File: src/rtl/sar_adc_ctrl.sv
// Successive-approximation ADC controller.
// Runs a track phase with the front end sampling, then resolves one bit per
// SETTLE+1 cycles from MSB to LSB using the external comparator, and publishes
// the final code with a one-cycle done pulse. All outputs are registered.
module sar_adc_ctrl #(
  parameter int WIDTH      = 8,
  parameter int SAMPLE_CYC = 4,
  parameter int SETTLE     = 2
) (
  input  logic             clk,
  input  logic             rst,
  input  logic             start,
  input  logic             abort,
  input  logic             cmp_in,
  output logic             sample,
  output logic [WIDTH-1:0] dac_code,
  output logic             busy,
  output logic             done,
  output logic [WIDTH-1:0] result
);

  typedef enum logic [2:0] {
    ST_IDLE,
    ST_TRACK,
    ST_SETTLE,
    ST_DECIDE,
    ST_DONE
  } state_t;

  localparam logic [WIDTH-1:0] ONE = WIDTH'(1);
  localparam logic [3:0]       TOP = 4'(WIDTH - 1);

  state_t           state_reg;
  logic [7:0]       cnt_reg;
  logic [3:0]       bit_reg;
  logic             sample_reg;
  logic             busy_reg;
  logic             done_reg;
  logic [WIDTH-1:0] dac_reg;
  logic [WIDTH-1:0] result_reg;

  logic [WIDTH-1:0] kept_code;
  logic [WIDTH-1:0] next_trial;

  // Comparator decision for the bit under test, and the trial code for the next lower bit.
  always_comb begin
    kept_code  = cmp_in ? dac_reg : (dac_reg & ~(ONE << bit_reg));
    next_trial = kept_code | (ONE << (bit_reg - 4'd1));
  end

  // Conversion FSM with registered outputs; abort from any busy state returns to IDLE.
  always_ff @(posedge clk or posedge rst) begin
    if (rst) begin
      state_reg  <= ST_IDLE;
      cnt_reg    <= 8'd0;
      bit_reg    <= TOP;
      sample_reg <= 1'b0;
      busy_reg   <= 1'b0;
      done_reg   <= 1'b0;
      dac_reg    <= '0;
      result_reg <= '0;
    end else begin
      done_reg <= 1'b0;
      if (state_reg != ST_IDLE && abort) begin
        state_reg  <= ST_IDLE;
        cnt_reg    <= 8'd0;
        bit_reg    <= TOP;
        sample_reg <= 1'b0;
        busy_reg   <= 1'b0;
        dac_reg    <= '0;
      end else begin
        case (state_reg)
          ST_IDLE: begin
            // abort wins over a simultaneous start
            if (start && !abort) begin
              state_reg  <= ST_TRACK;
              sample_reg <= 1'b1;
              busy_reg   <= 1'b1;
              dac_reg    <= '0;
              cnt_reg    <= 8'(SAMPLE_CYC - 1);
              bit_reg    <= TOP;
            end
          end
          ST_TRACK: begin
            if (cnt_reg == 8'd0) begin
              sample_reg <= 1'b0;
              dac_reg    <= ONE << TOP;
              bit_reg    <= TOP;
              if (SETTLE == 0) begin
                state_reg <= ST_DECIDE;
              end else begin
                state_reg <= ST_SETTLE;
                cnt_reg   <= 8'(SETTLE - 1);
              end
            end else begin
              cnt_reg <= cnt_reg - 8'd1;
            end
          end
          ST_SETTLE: begin
            if (cnt_reg == 8'd0) begin
              state_reg <= ST_DECIDE;
            end else begin
              cnt_reg <= cnt_reg - 8'd1;
            end
          end
          ST_DECIDE: begin
            if (bit_reg == 4'd0) begin
              result_reg <= kept_code;
              dac_reg    <= kept_code;
              done_reg   <= 1'b1;
              state_reg  <= ST_DONE;
            end else begin
              dac_reg <= next_trial;
              bit_reg <= bit_reg - 4'd1;
              if (SETTLE == 0) begin
                state_reg <= ST_DECIDE;
              end else begin
                state_reg <= ST_SETTLE;
                cnt_reg   <= 8'(SETTLE - 1);
              end
            end
          end
          ST_DONE: begin
            state_reg <= ST_IDLE;
            busy_reg  <= 1'b0;
            dac_reg   <= '0;
            bit_reg   <= TOP;
          end
          default: begin
            state_reg  <= ST_IDLE;
            busy_reg   <= 1'b0;
            sample_reg <= 1'b0;
            dac_reg    <= '0;
            bit_reg    <= TOP;
          end
        endcase
      end
    end
  end

  assign sample   = sample_reg;
  assign dac_code = dac_reg;
  assign busy     = busy_reg;
  assign done     = done_reg;
  assign result   = result_reg;

endmodule

File: config.mk
export PLATFORM = sky130hd
export DESIGN_NAME = sar_adc_ctrl
export DESIGN_NICKNAME = d
export VERILOG_FILES = /design/src/rtl/sar_adc_ctrl.sv
export SDC_FILE = /design/constraint.sdc
export NUM_CORES = 1
export LEC_CHECK = 0
export ABC_AREA = 0
export BUFFER_PORTS_ARGS = -buffer_cell sky130_fd_sc_hd__buf_4
export CAP_MARGIN = 20
export CORE_MARGIN = 2
export CORE_UTILIZATION = 45
export DETAILED_ROUTE_END_ITERATION = 8
export RECOVER_POWER = 50
export SLEW_MARGIN = 5
export SYNTH_ARGS = -nofsm -noshare
export SYNTH_HDL_FRONTEND = slang
export SYNTH_SLANG_ARGS = --single-unit
File: constraint.sdc
create_clock -name clk -period 3.2 [get_ports clk]
set_clock_uncertainty 0.15 [all_clocks]
set_input_delay 0.64 -clock clk [delete_from_list [all_inputs] [get_ports clk]]
set_output_delay 0.64 -clock clk [all_outputs]
set_load 0.01 [all_outputs]
==> results of run 1 <==
## metal layers
metal / GRT usage (%) / vias to the layer above
met2: 24.20 / 43
met4: 5.031 / 0
met5: 0 / -
met3: 5.698 / 5
li1: - / 837
met1: 29.22 / 797
## logic make-up (layout without fill, tap and decap cells)
family | count (synthesis) | in the layout | share of synthesized area, %
AO/OA/AOI/OAI | 70 | 70 | 24.55
XOR/XNOR | 1 | 1 | 0.4319
adder cells (fa/ha/maj) | 7 | 7 | 4.318
buffers and inverters | 27 | 49 | 6.477
flip-flops | 34 | 34 | 42.13
multiplexers | 3 | 3 | 1.542
AND/OR/NAND/NOR | 79 | 79 | 20.54
## cells in the final DEF (no fill, tap or decap), types with 2 or more instances in the layout
cell type  count
nor3_1         4
o21ai_1        2
clkbuf_8       6
ha_1           7
nand3_1        6
nor3b_1        3
o221ai_1       3
dfstp_2        3
a21oi_1       15
a2111oi_2      2
o21a_1         2
clkbuf_1       9
or2_2          2
o21ai_0       13
a22o_1         4
mux2i_1        2
nor2_1        13
inv_1         14
a31o_2         2
nand2_1       34
dfrtp_1       31
buf_4         16
and3_1         2
o31ai_1       10
a31oi_1        5
## worst reg2reg max path: stages (launching register included)
cell     delay (ns)
dfstp_2        0.60
inv_1          0.10
ha_1           0.30
nor3b_1        0.20
nand2_2        0.25
inv_2          0.15
nor3_2         0.44
mux2_1         0.37
## cell type report
type                       count  area (sq um)
tap                           52         65.06
clock buffer                   6         82.58
sequential                    34         854.6
timing repair buffer          26         161.4
multi-input combinational    160          1042
inverter                      15         56.30
fill                         402          2079
clock inverter                 2         12.51
## final timing paths
path / slack, ns / to / start / cells past startpoint
setup / recovery: 0.54 / cnt_reg[0] / bit_reg[0] / 7
hold / removal: 0.31 / result[6] / result[6] / 2
setup reg to reg: 0.54 / cnt_reg[0] / bit_reg[0] / 7
hold reg to reg: 0.31 / result[6] / result[6] / 2
max in group asynchronous: 1.36 / result[4] / rst / 3
min in group asynchronous: 0.32 / cnt_reg[5] / rst / 2
## where the power goes
group / total (W) / internal (W) / switching, W / leakage (nW)
Sequential: 0.000533 / 0.000473 / 0.0000600 / 0.450
Clock: 0.000338 / 0.000173 / 0.000165 / 0.0472
Combinational: 0.000291 / 0.000117 / 0.000174 / 0.551
Total: 0.00116 / 0.000763 / 0.000399 / 1.05
## through the flow
step | total power, W | worst slack (ns)
6_report | 0.001162 | 0.5354
5_1_grt | 0.001247 | 0.3704
4_1_cts | 0.001175 | 0.5027
3_5_place_dp | 0.0008357 | 0.5125
3_3_place_gp | 0.0008365 | 0.6160
2_1_floorplan | 0.0007717 | 1.015
==> metrics.txt, run 1 <==
share of flip-flops with an asynchronous set or reset 100.0%; max-cap viol count 0; Die W 71.14 um; critical path class reg -> reg; Final Non-Filler Cells 295; final period utilization 83.27%; most common cell in the synthesized netlist nand2_1; Root Buffer clkbuf_8; placed cells 287; router iterations before antenna repair 4; postcts setup bufs 0; hold buffer count at cts 0; WHS 0.3138 ns; mapped cell area 0.002028 sq mm; leakage power 1.048 nW; n_diodes 0; fin nets 254; Final Hold Vio Count 0; syn_nets 233; first-pass GRT wire length 7265 um; synth cell count leaders nand2_1 (34), dfrtp_1 (31), a21oi_1 (15); CP Launch Type flip-flop; Avg Inst Size Synth 9.177 sq um; Area Growth Syn to Fin 12.15%; Worst-Skew Late Latency 0.29 ns; H-Tree Depth 2; final setup violation count 0; required time worst endpoint 3.22 ns; HP Class reg -> reg; peak supply drop 0.0003500 V; clock sinks 34; slowest stage delay, CP 0.60 ns; final setup TNS 0 ns; clock-pin slew on the worst setup and hold paths 0.07 ns; worst-margin pin slew 0.8670 ns; post-route minimum period 2.665 ns; Pins Over Slew Limit 0; CP max FO 13; GPL Wtd Cong 0.8426; ys flop type dfrtp_1; Max Fclk 375.3 MHz; WL met1 2300 um; post-layout util 52.24%; Vias per Instance 5.702; Slowest-stage cell, CP dfstp_2; Worst EP arrival 2.69 ns; cell taking the most area after synthesis dfrtp_1; core area 0.004354 sq mm; DPL Wire Length 3146 um; initial cell density of the core 46.58%; clock buffer depth 2; cell chain of the critical path inv_1, ha_1, nor3b_1, nand2_2, inv_2, nor3_2, mux2_1; FF+latch count, synth 34; Post-Synthesis Cells 221; Cell Area, Placed 0.002213 sq mm; largest net degree at the start of global routing 20; unrepaired setup endpoints after global routing false; die area 0.005060 sq mm; initial antenna violation count 0; CTS tree done; port bufs 23; drt initial violations 171; Tot GR Track Use 18.52%; CP endpoint kind flip-flop; routed wl met3 221 um; Top Layer Used met4; post-CTS sizing 0; DR WL/cell 14.79 um; Chip Height 71.14 um; status finished clean; critical path's top delay family simple AND/OR/NAND/NOR gates; Overflow after GRT 0; Slew headroom 42.20%; Post-synth EDFFs 0; share of cells above drive strength 1 19.34%; # DRC 0; Netlist cell types 57; routed vias 1682; Power Density 510.9 mW/mm^2; largest cells by area after synthesis dfrtp_1 (38%), nand2_1 (6.3%), ha_1 (4.3%); met2 wire length 1788 um; post-synthesis sequential area ratio 42.13%; final wirelength 4362 um; Buf/Inv on CP 2; FP Rows 24; vias in the first global route 1480; Post-DRT Antenna Nets 0; share of the synthesized area in the top cell type 38.25%; IO Count 24; cell area after layout 0.002275 sq mm; Synth Warn # 0; total CTS buffers 5
Power figures use the tool's default switching activity.
==> run 2: changes to the inputs <==
--- a/config.mk
+++ b/config.mk
@@ -5,7 +5,7 @@
 export SDC_FILE = /design/constraint.sdc
 export NUM_CORES = 1
 export LEC_CHECK = 0
-export ABC_AREA = 0
+export ABC_AREA = 1
 export BUFFER_PORTS_ARGS = -buffer_cell sky130_fd_sc_hd__buf_4
 export CAP_MARGIN = 20
 export CORE_MARGIN = 2
==> constraint.sdc (replaced) <==
create_clock -name clk -period 2.7 [get_ports clk]
set_clock_uncertainty 0.15 [all_clocks]
set_input_delay 0.54 -clock clk [delete_from_list [all_inputs] [get_ports clk]]
set_output_delay 0.54 -clock clk [all_outputs]
set_load 0.01 [all_outputs]
==> metrics.txt, run 2 <==
Overflow after GRT 0 (unchanged); Post-synth EDFFs 0 (unchanged); Avg Inst Size Synth 7.157 sq um (was 9.177 sq um); Synth Warn # 0 (unchanged); total CTS buffers 5 (unchanged); max-cap viol count 0 (unchanged); clock buffer depth 2 (unchanged); share of the synthesized area in the top cell type 38.85% (was 38.25%); post-CTS sizing 0 (unchanged); largest cells by area after synthesis dfrtp_1 (39%), nand2_1 (19%), o21ai_0 (6.8%) (was dfrtp_1 (38%), nand2_1 (6.3%), ha_1 (4.3%)); Buf/Inv on CP 2 (unchanged); FP Rows 24 (unchanged); Final Hold Vio Count 0 (unchanged); drt initial violations 155 (was 171); mapped cell area 0.001997 sq mm (was 0.002028 sq mm); Root Buffer clkbuf_8 (unchanged); Pins Over Slew Limit 0 (unchanged); Max Fclk 480.7 MHz (was 375.3 MHz); most common cell in the synthesized netlist nand2_1 (unchanged); status finished clean (unchanged); Tot GR Track Use 21.11% (was 18.52%); Worst-Skew Late Latency 0.29 ns (about the same); fill count 456 (was 402); first-pass GRT wire length 8321 um (was 7265 um); slowest stage delay, CP 0.56 ns (was 0.60 ns); syn_nets 291 (was 233); most frequent CP cell nor2_1; largest net degree at the start of global routing 35 (was 20); Chip Height 70.62 um (was 71.14 um); hold buffer count at cts 0 (unchanged); initial cell density of the core 46.18% (was 46.58%); peak supply drop 0.0003778 V (was 0.0003500 V); Die W 70.62 um (was 71.14 um); initial antenna violation count 0 (unchanged); Area Growth Syn to Fin 14.29% (was 12.15%); final setup violation count 0 (unchanged); Worst EP arrival 2.14 ns (was 2.69 ns); post-synthesis sequential area ratio 42.79% (was 42.13%); Multi-input gate area 0.001008 sq mm (was 0.001042 sq mm); n_diodes 0 (unchanged); ys flop type dfrtp_1 (unchanged); Netlist cell types 26 (was 57); core area 0.004324 sq mm (was 0.004354 sq mm); postcts setup bufs 0 (unchanged); unrepaired setup endpoints after global routing false (unchanged); # DRC 0 (unchanged); DPL Wire Length 3573 um (was 3146 um); CP Launch Type flip-flop (unchanged); synth cell count leaders nand2_1 (101), dfrtp_1 (31), o21ai_0 (27) (was nand2_1 (34), dfrtp_1 (31), a21oi_1 (15)); Slew headroom 59.50% (was 42.20%); final wirelength 4754 um (was 4362 um); vias in the first global route 1734 (was 1480); Power Density 952.7 mW/mm^2 (was 510.9 mW/mm^2); H-Tree Depth 2 (unchanged); port bufs 23 (unchanged); Register Area 854.6 sq um (unchanged); share of cells above drive strength 1 11.73% (was 19.34%); router iterations before antenna repair 4 (unchanged); critical path's top delay family simple AND/OR/NAND/NOR gates (unchanged); Reg2Reg Setup Slack 0.62 ns (was 0.54 ns); FF+latch count, synth 34 (unchanged); final period utilization 77.04% (was 83.27%); most frequent cells in the layout nand2_1 (101), dfrtp_1 (31), o21ai_0 (27) (was nand2_1 (34), dfrtp_1 (31), buf_4 (16)); final setup TNS 0 ns (unchanged); HP Class in -> async (was reg -> reg); clock-pin slew on the worst setup and hold paths 0.07 ns (about the same); critical path class reg -> reg (unchanged); worst-margin pin slew 0.6053 ns (was 0.8670 ns); cell chain of the critical path inv_1, ha_1, nand2_1, nor2_1, nand2_2, inv_2, nor2_1, nand3_1, o21ai_0 (was inv_1, ha_1, nor3b_1, nand2_2, inv_2, nor3_2, mux2_1); GPL Wtd Cong 0.8292 (was 0.8426); routed vias 1851 (was 1682); leading cell type in the layout, fill and taps excluded nand2_1 (unchanged); die area 0.004986 sq mm (was 0.005060 sq mm); Slowest-stage cell, CP dfstp_2 (unchanged); Setup Slack @ Placement 0.6405 ns (was 0.5125 ns); DR WL/cell 13.24 um (was 14.79 um); IO Count 24 (unchanged); post-route minimum period 2.080 ns (was 2.665 ns); clock sinks 34 (unchanged); required time worst endpoint 2.76 ns (was 3.22 ns); share of flip-flops with an asynchronous set or reset 100.0% (unchanged); Post-DRT Antenna Nets 0 (unchanged); CTS tree done (unchanged); Setup WS post-layout 0.6199 ns (was 0.5354 ns); fin nets 318 (was 254); Vias per Instance 5.156 (was 5.702); cell taking the most area after synthesis dfrtp_1 (unchanged); CP max FO 7 (was 13); Post-Synthesis Cells 279 (was 221); leakage power 1.216 nW (was 1.048 nW); CP endpoint kind flip-flop (unchanged)
[run 2: cell count changes after synthesis, moves of 11 or more]
cell | previous run | this run
nand2_1 | 34 | 101
nand3_1 | 6 | 23
o21ai_0 | 13 | 27
a21oi_1 | 15 | 4
inv_1 | 14 | 25
[run 2: per-stage QoR]
stage               power [W]  utilization, %  cells  hold slack [ns]  cell area, sq um
global route         0.002388           52.78    359           0.2553              2282
finish               0.002174           52.78    359           0.1952              2282
CTS                  0.002191           53.53    359           0.2088              2315
global placement     0.001787           51.42    351           0.3132              2223
floorplan            0.001504               -    279           0.3309              1997
detailed placement   0.001789           51.42    351           0.3269              2223
[run 2: cells by family (layout without fill, tap and decap cells)]
group	Yosys count	after routing	share of synthesized area, %
xor+xnor	2	2	0.8774
flops	34	34	42.79
simple gates	166	166	35.53
buf+inv	33	61	6.579
compound gates	37	37	9.838
fa+ha+maj	7	7	4.386
[run 2: layer usage]
layer | part of all wire (%) | wire length (um) | track usage, % | up-vias
met5 | 0 | 0 | 0 | -
met4 | 1.6 | 76 | 8.386 | 0
met3 | 3.6 | 173 | 3.846 | 7
met2 | 42 | 2016 | 29.35 | 37
met1 | 52 | 2487 | 32.56 | 849
li1 | - | - | - | 958
[run 2: worst paths after layout]
kind                                  from           to  depth (start not counted)
worst max-delay path            bit_reg[0]   bit_reg[2]                          9
worst min-delay path                   rst  dac_code[5]                          3
worst max register to register  bit_reg[0]   bit_reg[2]                          9
worst min register to register   result[6]    result[6]                          2
max in group asynchronous              rst   bit_reg[2]                          3
min in group clk                 result[6]    result[6]                          2
[run 2: power by group]
part	total (W)	switching [W]	internal (W)
Combinational	0.00103	0.000689	0.000344
Clock	0.000391	0.000185	0.000206
Sequential	0.000750	0.000121	0.000629
[run 2: worst min-delay path, cell delays in order]
cell	delay [ns]
clkbuf_4	0.11
inv_1	0.04
buf_4	0.37
[run 2: area by class of cell]
| type | count | share of cell area (%) |
|---|---|---|
| clock inverters | 1 | 0.2193 |
| flip-flops and latches | 34 | 37.45 |
| multi-input cells | 212 | 44.19 |
| clock buffers | 7 | 3.783 |
| inverters | 28 | 4.605 |
| repair buffers | 25 | 6.908 |
| well taps | 52 | 2.851 |
